<file path="src/rtl/dbus_arb_pkg.sv">
// Shared types for the core data-bus arbiter: FSM state, grant encoding,
// request/response structs for the load unit, the store drain and the data bus.
package dbus_arb_pkg;

    localparam int STARVE_MAX_DEF = 8;

    // Addresses sharing bits [63:3] fall in the same 8-byte granule.
    localparam logic [63:0] GRAN_MASK = 64'hFFFF_FFFF_FFFF_FFF8;

    typedef enum logic [1:0] {
        ARB_IDLE  = 2'd0,
        ARB_LOAD  = 2'd1,
        ARB_STORE = 2'd2
    } arb_state_t;

    typedef enum logic [1:0] {
        GNT_NONE  = 2'd0,
        GNT_LOAD  = 2'd1,
        GNT_STORE = 2'd2
    } arb_gnt_t;

    typedef struct packed {
        logic        valid;
        logic [63:0] addr;
        logic [2:0]  size;
    } mread_req;

    typedef struct packed {
        logic        valid;
        logic [63:0] addr;
        logic [2:0]  size;
        logic [7:0]  strobe;
        logic [63:0] data;
    } mwrite_req;

    typedef struct packed {
        logic        valid;
        logic [63:0] addr;
        logic [2:0]  size;
        logic [7:0]  strobe;
        logic [63:0] data;
    } dbus_req_t;

    typedef struct packed {
        logic        data_ok;
        logic [63:0] data;
    } dbus_resp_t;

    localparam dbus_req_t DBUS_REQ_IDLE = '{
        valid:  1'b0,
        addr:   64'h0,
        size:   3'd0,
        strobe: 8'h00,
        data:   64'h0
    };

    // True when both addresses hit the same 8-byte granule.
    function automatic logic same_granule(input logic [63:0] a, input logic [63:0] b);
        return ((a ^ b) & GRAN_MASK) == 64'h0;
    endfunction

endpackage

</file>
<file path="src/rtl/dbus_arb_pick.sv">
// Pure combinational grant priority used while the arbiter is idle.
module dbus_arb_pick
    import dbus_arb_pkg::*;
#(
    parameter int STARVE_MAX = STARVE_MAX_DEF,
    parameter int CNT_W      = $clog2(STARVE_MAX + 1)
) (
    input  logic             load_valid,
    input  logic             store_valid,
    input  logic             same_gran,
    input  logic             flush,
    input  logic [CNT_W-1:0] starve_cnt,
    output arb_gnt_t         gnt
);

    // Starved store first, then same-granule store (RAW), then unflushed load, then store.
    always_comb begin
        gnt = GNT_NONE;
        if (store_valid && (starve_cnt == CNT_W'(STARVE_MAX))) begin
            gnt = GNT_STORE;
        end else if (load_valid && store_valid && same_gran) begin
            gnt = GNT_STORE;
        end else if (load_valid && !flush) begin
            gnt = GNT_LOAD;
        end else if (store_valid) begin
            gnt = GNT_STORE;
        end else begin
            gnt = GNT_NONE;
        end
    end

endmodule

</file>
<file path="src/rtl/dbus_arbiter.sv">
// Shares the core data bus between speculative loads and the committed-store
// drain. One transaction in flight; the bus request is registered and held
// until data_ok, and squashed loads complete on the bus but return nothing.
module dbus_arbiter
    import dbus_arb_pkg::*;
#(
    parameter int STARVE_MAX = STARVE_MAX_DEF,
    parameter int CNT_W      = $clog2(STARVE_MAX + 1)
) (
    input  logic        clk,
    input  logic        reset,
    input  logic        flush,
    input  mread_req    load_req,
    output logic        load_ready,
    output logic        load_resp_valid,
    output logic [63:0] load_resp_data,
    input  mwrite_req   store_req,
    output logic        store_ready,
    output logic        store_done,
    output dbus_req_t   dreq,
    input  dbus_resp_t  dresp
);

    arb_state_t       state_q, state_d;
    dbus_req_t        req_q, req_d;
    logic [CNT_W-1:0] starve_cnt_q, starve_cnt_d;
    logic             squash_q, squash_d;
    logic             load_resp_valid_q, load_resp_valid_d;
    logic [63:0]      load_resp_data_q, load_resp_data_d;
    logic             store_done_q, store_done_d;

    arb_gnt_t         gnt_s;
    logic             load_ready_s, store_ready_s;

    dbus_arb_pick #(
        .STARVE_MAX (STARVE_MAX),
        .CNT_W      (CNT_W)
    ) u_pick (
        .load_valid  (load_req.valid),
        .store_valid (store_req.valid),
        .same_gran   (same_granule(load_req.addr, store_req.addr)),
        .flush       (flush),
        .starve_cnt  (starve_cnt_q),
        .gnt         (gnt_s)
    );

    // Next-state, request latch, squash tracking and response pulses.
    always_comb begin
        state_d           = state_q;
        req_d             = req_q;
        squash_d          = squash_q;
        load_resp_valid_d = 1'b0;
        load_resp_data_d  = load_resp_data_q;
        store_done_d      = 1'b0;
        load_ready_s      = 1'b0;
        store_ready_s     = 1'b0;
        case (state_q)
            ARB_IDLE: begin
                squash_d = 1'b0;
                if (gnt_s == GNT_LOAD) begin
                    load_ready_s = 1'b1;
                    req_d        = '{valid: 1'b1, addr: load_req.addr, size: load_req.size,
                                     strobe: 8'h00, data: 64'h0};
                    state_d      = ARB_LOAD;
                end else if (gnt_s == GNT_STORE) begin
                    store_ready_s = 1'b1;
                    req_d         = '{valid: 1'b1, addr: store_req.addr, size: store_req.size,
                                      strobe: store_req.strobe, data: store_req.data};
                    state_d       = ARB_STORE;
                end else begin
                    req_d   = DBUS_REQ_IDLE;
                    state_d = ARB_IDLE;
                end
            end
            ARB_LOAD: begin
                // The bus beat is never abandoned; a flush only suppresses the response.
                if (dresp.data_ok) begin
                    state_d  = ARB_IDLE;
                    req_d    = DBUS_REQ_IDLE;
                    squash_d = 1'b0;
                    if (!(squash_q || flush)) begin
                        load_resp_valid_d = 1'b1;
                        load_resp_data_d  = dresp.data;
                    end else begin
                        load_resp_valid_d = 1'b0;
                    end
                end else begin
                    squash_d = squash_q | flush;
                end
            end
            ARB_STORE: begin
                if (dresp.data_ok) begin
                    state_d      = ARB_IDLE;
                    req_d        = DBUS_REQ_IDLE;
                    store_done_d = 1'b1;
                end else begin
                    state_d = ARB_STORE;
                end
            end
            default: begin
                state_d  = ARB_IDLE;
                req_d    = DBUS_REQ_IDLE;
                squash_d = 1'b0;
            end
        endcase
    end

    // Starvation counter: counts every cycle a valid store is not granted, saturating.
    always_comb begin
        starve_cnt_d = starve_cnt_q;
        if (store_ready_s) begin
            starve_cnt_d = {CNT_W{1'b0}};
        end else if (store_req.valid && (starve_cnt_q != CNT_W'(STARVE_MAX))) begin
            starve_cnt_d = starve_cnt_q + CNT_W'(1);
        end else begin
            starve_cnt_d = starve_cnt_q;
        end
    end

    // State and registered-output flops with synchronous reset.
    always_ff @(posedge clk) begin
        if (reset) begin
            state_q           <= ARB_IDLE;
            req_q             <= DBUS_REQ_IDLE;
            starve_cnt_q      <= {CNT_W{1'b0}};
            squash_q          <= 1'b0;
            load_resp_valid_q <= 1'b0;
            load_resp_data_q  <= 64'h0;
            store_done_q      <= 1'b0;
        end else begin
            state_q           <= state_d;
            req_q             <= req_d;
            starve_cnt_q      <= starve_cnt_d;
            squash_q          <= squash_d;
            load_resp_valid_q <= load_resp_valid_d;
            load_resp_data_q  <= load_resp_data_d;
            store_done_q      <= store_done_d;
        end
    end

    // Ready is the accept handshake and must answer in the request cycle; held low in reset.
    assign load_ready      = load_ready_s & ~reset;
    assign store_ready     = store_ready_s & ~reset;
    assign dreq            = req_q;
    assign load_resp_valid = load_resp_valid_q;
    assign load_resp_data  = load_resp_data_q;
    assign store_done      = store_done_q;

endmodule

</file>
<file path="config.mk">
export PLATFORM = sky130hd
export DESIGN_NAME = dbus_arbiter
export DESIGN_NICKNAME = d
export VERILOG_FILES = /design/src/rtl/dbus_arb_pkg.sv /design/src/rtl/dbus_arb_pick.sv /design/src/rtl/dbus_arbiter.sv
export SDC_FILE = /design/constraint.sdc
export NUM_CORES = 1
export LEC_CHECK = 0
export CORE_AREA = 3 3 188 190
export CTS_CLUSTER_DIAMETER = 60
export DETAILED_ROUTE_END_ITERATION = 10
export DIE_AREA = 0 0 191 193
export HOLD_SLACK_MARGIN = 0.12
export SLEW_MARGIN = 20
export SYNTH_ARGS = -nofsm -noshare
export SYNTH_HDL_FRONTEND = slang
export SYNTH_SLANG_ARGS = --single-unit
export TNS_END_PERCENT = 1
</file>
<file path="constraint.sdc">
create_clock -name clk -period 10.4 [get_ports clk]
set_input_delay 2.08 -clock clk [delete_from_list [all_inputs] [get_ports clk]]
set_output_delay 2.08 -clock clk [all_outputs]
set_load 0.1 [all_outputs]
</file>
After elaboration in Yosys (flattened, before gate mapping)
Cells that the tools add are included.
W data, S select, Z words.

storage, ports and cells
  flip-flop bits (word level) = 213
  output and inout bits = 208

operators by class
  add/sub/neg operators = 1
  equal/unequal tests = 8
  multiplexer cells = 22
  bitwise operators = 9
  reduce and logical (&&, ||, !) cells = 14

operators by type and width
  operator               count
  $mux W140              3
  $pmux W140 S2          1
  $logic_not A64 Y1      1
  $xor A64 B64 Y64       1
  $mux W2                8
  $mux W1                8
  $pmux W2 S3            1
  $reduce_or A2 Y1       3
  $logic_and A1 B1 Y1    5
  $not A1 Y1             5
  $add A4 B1 Y4 const B  1
  $eq A2 B1 Y1 const B   2
  $eq A2 B2 Y1 const B   2
  $eq A4 B4 Y1 const B   1
  $ne A4 B4 Y1 const B   1
  $reduce_and A3 Y1      1
  $reduce_or A3 Y1       1
  $and A1 B1 Y1          2
  $logic_not A2 Y1       1
  $ne A2 B1 Y1 const B   1
  $ne A2 B2 Y1 const B   1
  $pmux W1 S2            1
  $logic_not A1 Y1       1
  $logic_or A1 B1 Y1     1
  $or A1 B1 Y1           1

Longest topological paths before layout
  word-level depth = 10
  mapped depth = 14
  depth with buffers taken out = 11

Cells and area by module
From an unflattened synthesis, not the netlist that was laid out.

unflattened totals
  cell total of the unflattened synthesis = 1116
  area, all modules = 8957.3 µm²

modules (own cells, without submodules)
  module         instances  cells an instance  area each (µm²)  sequential area each (µm²)
  dbus_arbiter   1          1110               8904.8           4264.1
  dbus_arb_pick  1          6                  52.6             0.0

Worst setup path before layout
Ideal clock, no wire load.

  path kind = input -> output
  start point = input store_req[83] in the netlist's numbering
  end point = output store_ready
  arrival = 4.983 ns
  data required time = 8.320 ns
  slack = 3.337 ns
  stages = 9
  buffers on the path = 0
  cells stage by stage = xor2_1 -> a221o_1 -> a2111oi_2 -> nand4_1 -> or4_4 -> nand2_1 -> ha_1 -> nand2_1 -> nor2_1

on the way
  word-level cells in the longest chain between the ends = 10

RTL lines
  element                RTL line             text
  from (decl)            dbus_arbiter.sv:17   input mwrite_req store_req,
  $xor A64 B64 Y64 *     dbus_arb_pkg.sv:59   return ((a ^ b) & GRAN_MASK) == 64'h0;
  $logic_not A64 Y1 *    dbus_arb_pkg.sv:59
  $logic_and A1 B1 Y1 *  dbus_arb_pick.sv:21  end else if (load_valid && store_valid && same_gran) begin
  $mux W2 *              dbus_arb_pick.sv:21
  $mux W2 *              dbus_arb_pick.sv:19  if (store_valid && (starve_cnt == CNT_W'(STARVE_MAX))) begin
  $eq A2 B2 Y1           dbus_arbiter.sv:65   end else if (gnt_s == GNT_STORE) begin
  $mux W1                dbus_arbiter.sv:65
  $mux W1 *              dbus_arbiter.sv:60   if (gnt_s == GNT_LOAD) begin
  $mux W1 *              dbus_arbiter.sv:57   case (state_q)
  $and A1 B1 Y1 *        dbus_arbiter.sv:143  assign store_ready = store_ready_s & ~reset;
  to (decl)              dbus_arbiter.sv:18   output logic store_ready,

Mark *: on every way between the ends. The rest lies on a longest branch, timed or not.

Worst setup path after layout
  start point = input store_req[97] in the netlist's numbering
  end point = output load_ready

on the way
  word-level cells in the longest chain between the ends = 9

RTL lines
  element              RTL line             text
  $xor A64 B64 Y64     dbus_arb_pkg.sv:59
  $logic_not A64 Y1    dbus_arb_pkg.sv:59
  $logic_and A1 B1 Y1  dbus_arb_pick.sv:21
  $mux W2              dbus_arb_pick.sv:21
  $mux W2              dbus_arb_pick.sv:19
  $eq A2 B1 Y1         dbus_arbiter.sv:60
  $mux W1              dbus_arbiter.sv:60
  $mux W1              dbus_arbiter.sv:57
  $and A1 B1 Y1        dbus_arbiter.sv:142  assign load_ready = load_ready_s & ~reset;
  to (decl)            dbus_arbiter.sv:14   output logic load_ready,

No other way between the ends.

==> out/qor.txt <==
Outcome: complete, no violations
Worst-path maximum fanout: 70
Pre-Repair DR Iteration Count: 5
Initial antenna violation count: 3
Post-Place Worst Slack: 2470 ps
DR vias/cell: 4.67
CTS tree: yes
Syn Area/Cell: 7.89 µm²
Hold_buf cts: 0
Sequential share of power: 35.5%
Hold_ws: 451 ps
Routed Antenna Nets: 0
Clk_skew: 12.4 ps
WL/cell: 18.1 µm
Port Buffers: 483
Vias in the first global route: 9241
CTS clk-pin slew, worst paths: 50 ps
Final Net Count: 1850
Final WS setup: 2410 ps
Root Driver: clkbuf_16
Clock H-tree levels: 1
LEAKAGE: 0.00544 µW
Syn Nets: 1415
Min-Delay Path Class: register to register
Peak supply drop: 110 µV
Minimum clock period: 7990 ps
Worst Hold Path Cells: 2
Reg2Reg Setup Slack: 6850 ps
Max clock buf depth: 3
Hold path startpoint: load_resp_data[39]
Synth Cell Area: 8920 µm²
Synth area leader: dfxtp_1
Startpoint types: primary input
Slew @ Worst Pin: 1090 ps
Clk_lat worst skew: 550 ps
Reg2reg end: dreq[77]
Int Pwr: 1660 µW
Grt total ovfl: 0
Share of the synthesized area in the top cell type: 47.8%
Setup CP Type: primary input to output pin
Final HPWL DP: 26800 µm
Final std cells w/o fill: 2037
Most common cell after layout, fill and taps aside: clkdlybuf4s50_1
Pin count of the biggest net entering global routing: 86
WP data arrival: 5910 ps
Fmax: 125 MHz
Synthesis-to-layout area growth: 69.4%
Worst setup path start: store_req[97]
Mapped Cells: 1131
Combinational share of power: 21.8%
First-pass GRT wire length: 54000 µm
Starting Density: 26.5%
Initial DRC Count: 618
Fin. Hold Viols: 0
Hold path endpoint: load_resp_data[39]
Seq/Total Area, Yosys: 47.8%
Switching Share: 31.2%
Setup crit end kind: output pin
# Post-CTS Setup Buffers: 0
Slew margin rel.: 27.4%
CP required: 8320 ps
Routability cong.: 0.930
Post-cts resize count: 0
I/O pin total: 484
Die Area: 36900 µm²
Core area: 33600 µm²
Yosys warning total: 0
Residual DRC count: 0
Final Power: 2420 µW
Part of the power in the clock network: 42.7%
Area contributors post-synth: dfxtp_1 48%, a22oi_1 12%, nand2_1 11%, nor2_1 6.4%, xor2_1 4.0%
Worst r2r path cells: 9
Setup Viol. Count Final: 0
Post-Route WL: 36800 µm
Flop and latch count out of synthesis: 213
Final period utilization: 76.9%
RSZ-0062 raised after global routing: no
Via count: 9512
Die X: 191 µm
Max-slew violation count: 0
Placed cell count: 1981
Setup_tns: 0 ps
Pwr/cell area: 160 nW/µm²
Max-cap viol count: 0
Rows: 67
R2R Path Start: state_q[0]
Most frequent cells in the layout: 482 x clkdlybuf4s50_1, 268 x nand2_1, 213 x dfxtp_1
CTS Buf Count: 31
Yosys cell types: 36
Sw Pwr: 755 µW
Clock Sinks: 213
Share of cells above drive strength 1: 4.54%
Die Span Y: 193 µm
Overall Global Routing Usage: 18.7%
worst max path at each step:
stage,endpoint,slack (ps)
after floorplan,store_ready,3340
after global placement,load_ready,2490
after detailed placement,load_ready,2470
after CTS,load_ready,2460
after global routing,load_ready,2290
final,load_ready,2410
power by group through the flow:
stage / Combinational, µW / Sequential [µW] / Clock (µW)
2_1_floorplan: 127 / 1060 / 0
6_report: 527 / 858 / 1030
3_3_place_gp: 526 / 874 / 0
5_1_grt: 556 / 860 / 1100
3_5_place_dp: 527 / 875 / 0
4_1_cts: 529 / 858 / 1070
final cells by class:
class / instances / area, µm²
multi-input combinational: 807 / 4270
timing repair buffer: 493 / 4910
fill: 3303 / 18500
antenna: 3 / 7.51
sequential: 213 / 4260
clock inverter: 13 / 158
clock buffer: 40 / 860
inverter: 20 / 88.8
tap: 448 / 561
state kept, by name, summed over array words and instances (netlist names):
| signal | count |
|---|---|
| squash_q | 1 |
| dreq | 140 |
| state_q | 2 |
| starve_cnt_q | 4 |
| load_resp_data | 64 |
| store_done | 1 |
| load_resp_valid | 1 |
metal layers:
| metal | wire (µm) | share of wire, % | global-route usage (%) | up-vias |
|---|---|---|---|---|
| li1 | - | - | - | 4719 |
| met4 | 981 | 2.7 | 5.90 | 0 |
| met1 | 15300 | 42 | 23.4 | 4360 |
| met2 | 17400 | 47 | 31.0 | 380 |
| met5 | 0 | 0 | 0 | - |
| met3 | 3120 | 8.5 | 5.62 | 53 |
cells by family after synthesis:
kind of cell	share of synthesized area, %
XOR/XNOR	4.61
buffers and inverters	4.82
adder cells (fa/ha/maj)	1.12
AO/OA/AOI/OAI	21.1
multiplexers	0.112
AND/OR/NAND/NOR	20.5
flip-flops	47.8
through the flow:
| step | util [%] | area [µm²] |
|---|---|---|
| 2_1_floorplan | - | 8920 |
| 3_3_place_gp | 41.9 | 14100 |
| 3_5_place_dp | 41.9 | 14100 |
| 4_1_cts | 45.0 | 15100 |
| 5_1_grt | 45.0 | 15100 |
| 6_report | 45.0 | 15100 |
critical path: stages:
cell and delay (ps):
clkdlybuf4s50_1 440, xor2_1 200, nor4_1 580, nand4_1 190, or4_4 580, and2_1 190, ha_4 350, nand2_1 200
nor2_1 50, clkdlybuf4s50_1 1000
cell usage after synthesis:
cell and count:
nor3b_1 1, and3_1 1, nand2_1 268, o22ai_1 6, nor2_1 151, a22o_1 2, nand3_1 2, nor4_1 12
mux2i_1 1, nor4_2 1, inv_1 19, o2111ai_1 1, and2_4 1, o2bb2ai_1 5, a221o_1 1, xnor2_1 6
a2111oi_2 1, a22oi_1 139, nand2b_1 3, bufinv_8 1, nand4_1 5, o21ai_0 41, nor2b_1 6, buf_1 4
a21oi_1 68, xor2_1 41, and3b_1 2, o21ai_1 27, a221oi_1 2, and2_1 1, dfxtp_1 213, o21bai_1 1
nor3_1 2, or4_4 1, clkbuf_1 87, ha_1 8
Power figures use the tool's default switching activity.
